[config.mk]
export PLATFORM = sky130hd
export DESIGN_NAME = mem_req_arbiter_flat
export DESIGN_NICKNAME = d
export VERILOG_FILES = /design/src/rtl/mem_req_arbiter_if.sv /design/src/rtl/mem_req_arbiter.sv /design/src/flat_wrapper.sv
export SDC_FILE = /design/constraint.sdc
export NUM_CORES = 1
export LEC_CHECK = 0
export ABC_AREA = 0
export CAP_MARGIN = 20
export CORE_AREA = 10 10 116 118
export CTS_CLUSTER_SIZE = 14
export DETAILED_ROUTE_END_ITERATION = 12
export DIE_AREA = 0 0 126 128
export GPL_ROUTABILITY_DRIVEN = 0
export PLACE_DENSITY = 0.68
export SKIP_CTS_REPAIR_TIMING = 1
export SLEW_MARGIN = 10
export SYNTH_ARGS = -nofsm -noshare
export SYNTH_HDL_FRONTEND = slang
export SYNTH_SLANG_ARGS = --single-unit
[constraint.sdc]
create_clock -name clk -period 2.6 [get_ports clk]
set_input_delay 0.39 -clock clk [delete_from_list [all_inputs] [get_ports clk]]
set_output_delay 0.39 -clock clk [all_outputs]
set_load 0.005 [all_outputs]
[src/rtl/mem_req_arbiter_if.sv]
// rtl/mem_req_arbiter_if.sv - SRAM-like request/response port shared by masters and the bus
interface mem_req_arbiter_if;
   logic        req;
   logic        wr;
   logic [1:0]  size;
   logic [3:0]  wstrb;
   logic [31:0] addr;
   logic [31:0] wdata;
   logic        addr_ok;
   logic        data_ok;
   logic [31:0] rdata;

   modport master (
      output req, wr, size, wstrb, addr, wdata,
      input  addr_ok, data_ok, rdata
   );

   modport slave (
      input  req, wr, size, wstrb, addr, wdata,
      output addr_ok, data_ok, rdata
   );
endinterface

[src/rtl/mem_req_arbiter.sv]
// rtl/mem_req_arbiter.sv - fixed-priority fetch/load-store arbiter with grant lock and in-order response routing
module mem_req_arbiter #(
   parameter int MAX_OUT = 2
) (
   input  logic              clk,
   input  logic              rstn,
   mem_req_arbiter_if.slave  inst,
   mem_req_arbiter_if.slave  data,
   mem_req_arbiter_if.master bus,
   output logic              resp_err
);

   localparam int CW = $clog2(MAX_OUT + 1);
   localparam int PW = (MAX_OUT > 1) ? $clog2(MAX_OUT) : 1;

   logic               lock_valid;
   logic               lock_id;
   logic               winner;
   logic               win_req;
   logic               fifo_full;
   logic               empty;
   logic               push;
   logic               pop;
   logic               head;
   logic [CW-1:0]      count;
   logic [PW-1:0]      rd_ptr;
   logic [PW-1:0]      wr_ptr;
   logic [MAX_OUT-1:0] fifo_id;

   function automatic logic [PW-1:0] ptr_next(input logic [PW-1:0] p);
      return (p == PW'(MAX_OUT - 1)) ? '0 : p + 1'b1;
   endfunction

   // A stalled grant stays with its owner so request fields never change mid-handshake.
   always_comb begin
      winner  = lock_valid ? lock_id : data.req;
      win_req = winner ? data.req : inst.req;
   end

   assign fifo_full = (count == CW'(MAX_OUT));
   assign empty     = (count == '0);

   always_comb begin
      bus.req   = win_req && !fifo_full;
      bus.wr    = inst.wr;
      bus.size  = inst.size;
      bus.wstrb = inst.wstrb;
      bus.addr  = inst.addr;
      bus.wdata = inst.wdata;
      if (winner) begin
         bus.wr    = data.wr;
         bus.size  = data.size;
         bus.wstrb = data.wstrb;
         bus.addr  = data.addr;
         bus.wdata = data.wdata;
      end
   end

   assign push = bus.req && bus.addr_ok;
   assign pop  = bus.data_ok && !empty;
   assign head = fifo_id[rd_ptr];

   assign inst.addr_ok = push && !winner;
   assign data.addr_ok = push && winner;
   assign inst.data_ok = pop && !head;
   assign data.data_ok = pop && head;
   assign inst.rdata   = bus.rdata;
   assign data.rdata   = bus.rdata;

   always_ff @(posedge clk) begin
      if (!rstn) begin
         lock_valid <= 1'b0;
         lock_id    <= 1'b0;
         count      <= '0;
         rd_ptr     <= '0;
         wr_ptr     <= '0;
         fifo_id    <= '0;
         resp_err   <= 1'b0;
      end else begin
         if (bus.req && !bus.addr_ok) begin
            lock_valid <= 1'b1;
            lock_id    <= winner;
         end else if (push) begin
            lock_valid <= 1'b0;
         end

         if (push) begin
            fifo_id[wr_ptr] <= winner;
            wr_ptr          <= ptr_next(wr_ptr);
         end
         if (pop)
            rd_ptr <= ptr_next(rd_ptr);

         case ({push, pop})
            2'b10:   count <= count + 1'b1;
            2'b01:   count <= count - 1'b1;
            default: ;
         endcase

         // A response with nothing outstanding is a protocol error; it is recorded, not routed.
         if (bus.data_ok && empty)
            resp_err <= 1'b1;
      end
   end

endmodule

[src/flat_wrapper.sv]
// flat-port wrapper written by rule: the top's interface ports become plain ports
module mem_req_arbiter_flat 
#(
   parameter int MAX_OUT = 2
)
  (clk, rstn, resp_err, inst_req, inst_wr, inst_size, inst_wstrb, inst_addr, inst_wdata, inst_addr_ok, inst_data_ok, inst_rdata, data_req, data_wr, data_size, data_wstrb, data_addr, data_wdata, data_addr_ok, data_data_ok, data_rdata, bus_req, bus_wr, bus_size, bus_wstrb, bus_addr, bus_wdata, bus_addr_ok, bus_data_ok, bus_rdata);
  mem_req_arbiter_if inst_i ();
  mem_req_arbiter_if data_i ();
  mem_req_arbiter_if bus_i ();
  input  logic clk;
  input  logic rstn;
  output logic resp_err;
  input wire logic [$bits(inst_i.req)-1:0] inst_req;
  input wire logic [$bits(inst_i.wr)-1:0] inst_wr;
  input wire logic [$bits(inst_i.size)-1:0] inst_size;
  input wire logic [$bits(inst_i.wstrb)-1:0] inst_wstrb;
  input wire logic [$bits(inst_i.addr)-1:0] inst_addr;
  input wire logic [$bits(inst_i.wdata)-1:0] inst_wdata;
  output wire logic [$bits(inst_i.addr_ok)-1:0] inst_addr_ok;
  output wire logic [$bits(inst_i.data_ok)-1:0] inst_data_ok;
  output wire logic [$bits(inst_i.rdata)-1:0] inst_rdata;
  input wire logic [$bits(data_i.req)-1:0] data_req;
  input wire logic [$bits(data_i.wr)-1:0] data_wr;
  input wire logic [$bits(data_i.size)-1:0] data_size;
  input wire logic [$bits(data_i.wstrb)-1:0] data_wstrb;
  input wire logic [$bits(data_i.addr)-1:0] data_addr;
  input wire logic [$bits(data_i.wdata)-1:0] data_wdata;
  output wire logic [$bits(data_i.addr_ok)-1:0] data_addr_ok;
  output wire logic [$bits(data_i.data_ok)-1:0] data_data_ok;
  output wire logic [$bits(data_i.rdata)-1:0] data_rdata;
  output wire logic [$bits(bus_i.req)-1:0] bus_req;
  output wire logic [$bits(bus_i.wr)-1:0] bus_wr;
  output wire logic [$bits(bus_i.size)-1:0] bus_size;
  output wire logic [$bits(bus_i.wstrb)-1:0] bus_wstrb;
  output wire logic [$bits(bus_i.addr)-1:0] bus_addr;
  output wire logic [$bits(bus_i.wdata)-1:0] bus_wdata;
  input wire logic [$bits(bus_i.addr_ok)-1:0] bus_addr_ok;
  input wire logic [$bits(bus_i.data_ok)-1:0] bus_data_ok;
  input wire logic [$bits(bus_i.rdata)-1:0] bus_rdata;
  assign inst_i.req = inst_req;
  assign inst_i.wr = inst_wr;
  assign inst_i.size = inst_size;
  assign inst_i.wstrb = inst_wstrb;
  assign inst_i.addr = inst_addr;
  assign inst_i.wdata = inst_wdata;
  assign inst_addr_ok = inst_i.addr_ok;
  assign inst_data_ok = inst_i.data_ok;
  assign inst_rdata = inst_i.rdata;
  assign data_i.req = data_req;
  assign data_i.wr = data_wr;
  assign data_i.size = data_size;
  assign data_i.wstrb = data_wstrb;
  assign data_i.addr = data_addr;
  assign data_i.wdata = data_wdata;
  assign data_addr_ok = data_i.addr_ok;
  assign data_data_ok = data_i.data_ok;
  assign data_rdata = data_i.rdata;
  assign bus_req = bus_i.req;
  assign bus_wr = bus_i.wr;
  assign bus_size = bus_i.size;
  assign bus_wstrb = bus_i.wstrb;
  assign bus_addr = bus_i.addr;
  assign bus_wdata = bus_i.wdata;
  assign bus_i.addr_ok = bus_addr_ok;
  assign bus_i.data_ok = bus_data_ok;
  assign bus_i.rdata = bus_rdata;
  mem_req_arbiter #(.MAX_OUT(MAX_OUT)) u_core (.clk(clk), .rstn(rstn), .inst(inst_i), .data(data_i), .bus(bus_i), .resp_err(resp_err));
endmodule
== Yosys cells after proc, flatten, opt, wreduce, memory -nomap -nowiden ==
Cells that the tools add are included.
Word-level totals
  register bits: 9
  output and inout port bits: 141
Cells by class
  add/sub/neg operators: 4
  magnitude comparators: 3
  eq/ne operators: 3
  mux-type cells: 17
  reduce and logical (&&, ||, !) cells: 18
Operators with widths (count)
  $mux 32: 2
  $logic_and 1x1->1: 10
  $mux 1: 10
  $logic_not 1->1: 5
  $eq 2x2->1 const B: 2
  $lt 1x2->1 const B: 2
  $mux 4: 1
  $pmux 2 s2: 1
  $reduce_bool 2->1: 2
  $add 1x1->1 const B: 2
  $add 2x1->2 const B: 1
  $bwmux 2: 1
  $eq 2x1->1 const B: 1
  $logic_not 2->1: 1
  $mux 2: 1
  $sub 2x1->2 const B: 1
  $demux 1 s1: 1
  $ge 1x1->1 const B: 1

== Logic depth before layout (Yosys ltp) ==
Gate-level depths: netlist of the first run.
  depth in word-level cells: 6
  mapped depth: 7
  mapped depth without buffers: 7

== Worst setup path after synthesis of the first run ==
No wires, ideal clock.
  path kind: reg2reg
  start point: reg u_core.count[0]
  end point: reg u_core.count[1]
  setup time: 76 ps
  data arrival time: 1712 ps
  required time: 2524 ps
  path slack: 813 ps
  cell stages (with the launch flop): 7
  path buffers: 0
  clock period less this slack: 1787 ps
  cell sequence: dfxtp_1 -> or2b_2 -> nand3_2 -> or2_2 -> ha_1 -> or3_1 -> a21boi_0
Between the ends
  longest elaborated chain between the ends: 6
RTL lines
  start, declared: line mem_req_arbiter.sv:25  | logic [CW-1:0] count;
  start signal, assigned: line mem_req_arbiter.sv:95  | 2'b10: count <= count + 1'b1;
  start signal, assigned: line mem_req_arbiter.sv:96  | 2'b01: count <= count - 1'b1;
  $eq 2x2->1: line mem_req_arbiter.sv:40  | assign fifo_full = (count == CW'(MAX_OUT));
  $logic_not 1->1: line mem_req_arbiter.sv:44  | bus.req = win_req && !fifo_full;
  $logic_and 1x1->1: line mem_req_arbiter.sv:44
  $logic_and 1x1->1: line mem_req_arbiter.sv:59  | assign push = bus.req && bus.addr_ok;
  $eq 2x1->1 or $eq 2x2->1 (tied branches): line mem_req_arbiter.sv:94  | case ({push, pop})
  $pmux 2 s2 or $reduce_bool 2->1 (tied branches)
Parallel ways exist; a longest one is shown, timed or not.
A chain may end at the register's enable or synchronous reset.

== Worst setup path in the final report of the first run ==
  start point: reg u_core.lock_valid
  end point: out bus_wdata[0]
Between the ends
  longest elaborated chain between the ends: 2
RTL lines
  start, declared: line mem_req_arbiter.sv:16  | logic lock_valid;
  start signal, assigned: line mem_req_arbiter.sv:72  | lock_valid <= 1'b0;
  start signal, assigned: line mem_req_arbiter.sv:81  | lock_valid <= 1'b1;
  start signal, assigned: line mem_req_arbiter.sv:84  | lock_valid <= 1'b0;
  $mux 1: line mem_req_arbiter.sv:36  | winner = lock_valid ? lock_id : data.req;
  $mux 32: line mem_req_arbiter.sv:50  | if (winner) begin
  end, declared: line flat_wrapper.sv:36  | output wire logic [$bits(bus_i.wdata)-1:0] bus_wdata;
Every way passes these cells.

==> impl_metrics.json, run 1 <==
{
  "track_usage_pct": 10.5,
  "final_worst_setup_slack_ps": 107,
  "worst_hold_path_type": "reg -> reg",
  "final_period_minus_worst_setup_slack_ps": 2490,
  "post-synth-top-area-cell": "sky130_fd_sc_hd__mux2_4",
  "layout-drive-gt1-share_pct": 27.1,
  "powerDensity_mw_per_mm2": 418,
  "detail_route.wirelength_mm": 9.89,
  "average_instance_area_after_synthesis_um2": 10.5,
  "drt_first_pass_iters": 4,
  "die_width_um": 126,
  "worst_setup_path_start_kind": "flip-flop",
  "synth.area.top_cells": "sky130_fd_sc_hd__mux2_4 43%, sky130_fd_sc_hd__buf_4 24%, sky130_fd_sc_hd__dfxtp_1 8.8%",
  "ctsHtreeMaxLevel": 1,
  "cap_viol_max_count": 0,
  "synth-seq-area-share_pct": 8.81,
  "route.vias.total": 1988,
  "synth_top_area_share_pct": 42.6,
  "tightest_slew_ps": 498,
  "num_io_pins": 321,
  "clock_path_buffers": 2,
  "row_count": 39,
  "cts_tree": "done",
  "clockRootBuffer": "sky130_fd_sc_hd__clkbuf_16",
  "cp_num_buf_inv": 3,
  "detailedPlace.worstSlack_ps": -54.0,
  "path_clk_slew_ps": 40,
  "slew_viol_final": 0,
  "fillers": 1113,
  "timing.critical_path.cells": "mux2i_4 -> buf_6 -> buf_12 -> mux2_4 -> clkdlybuf4s50_1",
  "ant_nets": 0,
  "post-route-drc-count": 0,
  "post-route-util_pct": 37.7,
  "numPortBuffers": 224,
  "worst_ep_required_time_ps": 2210,
  "syn_inst": 194,
  "grt_first_pass_wirelength_mm": 13.7,
  "end_kind": "primary output",
  "yosys_register_bits": 9,
  "final_nets": 551,
  "worst_path_max_delay_cell": "sky130_fd_sc_hd__clkdlybuf4s50_1",
  "floorplan.initialDensity_pct": 18.2,
  "top_signal_layer_used": "met4",
  "ys_warn_count": 0,
  "critical_path.top_delay_family": "buffers and inverters",
  "timing.critical_path.slowest_cell_delay_ps": 470,
  "setup_repair_after_global_routing_missed_its_margin": "false",
  "number_of_global_route_vias_before_repair": 2237,
  "dpl.hpwl_mm": 8.75,
  "outcome": "complete, no violations",
  "average_wire_per_standard_cell_um": 19.3,
  "critPathKind": "reg -> out",
  "final_worst_clock_skew_ps": 0.551,
  "design.core.area_mm2": 0.0112,
  "post-route-period-util_pct": 95.9,
  "slew_headroom_pct": 66.5,
  "globalRouteOverflowTotal": 0,
  "critical_path_fanout_max": 10,
  "yosysUniqueCellTypes": 28,
  "dr.first_iter.drc_count": 51,
  "syn-cell-area_mm2": 0.00204,
  "leakage_uw": 0.00179,
  "areaGrowthSynthToFinish_pct": 107,
  "cts_inserted_buffers": 3,
  "vias_per_cell": 3.88,
  "vdd_drop_max_uv": 337,
  "mappedNetlistNets": 375,
  "met3_length_mm": 1.36,
  "num_antenna_cells": 0,
  "grt_antenna_before_repair": 0,
  "floorplan_die_height_um": 128,
  "critical_path_data_arrival_time_ps": 2100,
  "setup_violating_endpoint_count_in_the_final_report": 0,
  "worst_skew_pair.late_latency_ps": 230,
  "detailroute.wirelength.met2_mm": 4.62,
  "met1_length_mm": 3.87,
  "final_hold_vio_count": 0,
  "cts.sinks": 9,
  "grt_max_degree": 20,
  "die_area_mm2": 0.0161,
  "fmax_mhz": 401
}
worst min-delay path, stage by stage (launching register included):
cell and delay, ps:
sky130_fd_sc_hd__dfxtp_1 300, sky130_fd_sc_hd__nand2_1 60, sky130_fd_sc_hd__mux2i_1 60
metrics by stage:
step           cell area, um^2  hold WS (ps)  setup TNS [ps]  total power, uW  instances
5_1_grt                   4240           496               0             1880        512
2_1_floorplan             2040           434               0              840        194
6_report                  4240           465               0             1770        512
4_1_cts                   4140           465            -643             1740        509
3_3_place_gp              4060           449           -33.4             1440        505
3_5_place_dp              4060           460            -617             1470        505
power breakdown:
part	internal [uW]	leakage, uW	switching, uW
sequential	173	0.0000743	37.0
combinational	910	0.00168	382
clock	204	0.0000382	62.1
layer usage:
| layer | GRT usage [%] | vias up |
|---|---|---|
| met1 | 11.9 | 853 |
| met4 | 1.07 | 0 |
| met2 | 17.2 | 173 |
| met5 | 0 | - |
| li1 | - | 955 |
| met3 | 6.41 | 7 |
kinds of logic (layout without fill, tap and decap cells):
logic type	count (synthesis)	count (layout)	synth area share (%)
buffers and inverters	74	249	28.0
multiplexers	76	76	52.2
XOR/XNOR	3	3	1.29
flip-flops	9	9	8.81
adder cells (fa/ha/maj)	1	1	0.612
AND/OR/NAND/NOR	23	23	6.67
AO/OA/AOI/OAI	8	8	2.45
Yosys cell counts, drive strengths merged:
| cell | number |
|---|---|
| ha | 1 |
| nand2b | 2 |
| or3 | 2 |
| or2 | 1 |
| a21boi | 2 |
| nor3b | 1 |
| mux2i | 5 |
| clkbuf | 1 |
| inv | 1 |
| a21oi | 2 |
| o21ai | 3 |
| o211a | 1 |
| xnor2 | 3 |
| nand3 | 1 |
| nor2 | 4 |
| or2b | 1 |
| mux2 | 71 |
| nand2 | 4 |
| nand3b | 1 |
| buf | 72 |
| dfxtp | 9 |
| nor2b | 3 |
| and2 | 2 |
| nor3 | 1 |
final timing paths:
path | from | endpoint | slack (ps) | depth (start not counted)
setup / recovery | u_core.lock_valid | bus_wdata[0] | 110 | 5
hold / removal | u_core.fifo_id[1] | u_core.fifo_id[1] | 470 | 2
hold reg to reg | u_core.fifo_id[1] | u_core.fifo_id[1] | 470 | 2
setup reg to reg | u_core.count[0] | u_core.count[1] | 640 | 6
state kept, by name, indices dropped and copies added (netlist names):
name and cells:
u_core.lock_id 1, u_core.fifo_id 2, u_core.wr_ptr 1, u_core.rd_ptr 1, u_core.count 2, u_core.resp_err 1
u_core.lock_valid 1
cell usage in the layout, fill, tap and decap left out:
cell type | netlist | layout
sky130_fd_sc_hd__a21boi_0 | 2 | 2
sky130_fd_sc_hd__a21oi_1 | 2 | 2
sky130_fd_sc_hd__and2_1 | 2 | 2
sky130_fd_sc_hd__buf_12 | 0 | 3
sky130_fd_sc_hd__buf_4 | 64 | 13
sky130_fd_sc_hd__buf_6 | 7 | 1
sky130_fd_sc_hd__clkbuf_1 | 1 | 1
sky130_fd_sc_hd__clkbuf_16 | 0 | 6
sky130_fd_sc_hd__clkdlybuf4s50_1 | 0 | 223
sky130_fd_sc_hd__dfxtp_1 | 9 | 8
sky130_fd_sc_hd__dfxtp_2 | 0 | 1
sky130_fd_sc_hd__dlymetal6s2s_1 | 0 | 1
sky130_fd_sc_hd__ha_1 | 1 | 1
sky130_fd_sc_hd__inv_1 | 1 | 1
sky130_fd_sc_hd__mux2_2 | 13 | 13
sky130_fd_sc_hd__mux2_4 | 58 | 58
sky130_fd_sc_hd__mux2i_1 | 5 | 4
sky130_fd_sc_hd__mux2i_4 | 0 | 1
sky130_fd_sc_hd__nand2_1 | 4 | 4
sky130_fd_sc_hd__nand2b_1 | 2 | 2
sky130_fd_sc_hd__nand3_2 | 1 | 1
sky130_fd_sc_hd__nand3b_1 | 1 | 1
sky130_fd_sc_hd__nor2_1 | 4 | 4
sky130_fd_sc_hd__nor2b_1 | 3 | 3
sky130_fd_sc_hd__nor3_1 | 1 | 1
sky130_fd_sc_hd__nor3b_1 | 1 | 1
sky130_fd_sc_hd__o211a_1 | 1 | 1
sky130_fd_sc_hd__o21ai_0 | 3 | 3
sky130_fd_sc_hd__or2_2 | 1 | 1
sky130_fd_sc_hd__or2b_2 | 1 | 1
sky130_fd_sc_hd__or3_1 | 1 | 1
sky130_fd_sc_hd__or3_4 | 1 | 1
sky130_fd_sc_hd__xnor2_1 | 3 | 3
area by class of cell:
cell class	count	area, um^2	share of cell area (%)
Timing Repair Buffer	244	2490	58.7
Clock buffer	4	78.8	1.86
Sequential cell	9	181	4.28
Inverter	1	3.75	0.0886
Tap cell	143	179	4.22
Multi-Input combinational cell	111	1310	30.8
No activity file was read; power rests on OpenSTA's default activity.
==> inputs of run 2 (changes only) <==
--- a/config.mk
+++ b/config.mk
@@ -11,7 +11,6 @@
 export CTS_CLUSTER_SIZE = 14
 export DETAILED_ROUTE_END_ITERATION = 12
 export DIE_AREA = 0 0 126 128
-export GPL_ROUTABILITY_DRIVEN = 0
 export PLACE_DENSITY = 0.68
 export SKIP_CTS_REPAIR_TIMING = 1
 export SLEW_MARGIN = 10
==> results of run 2 <==
No change in the layout: final DEF, timing and power equal those of run 1.
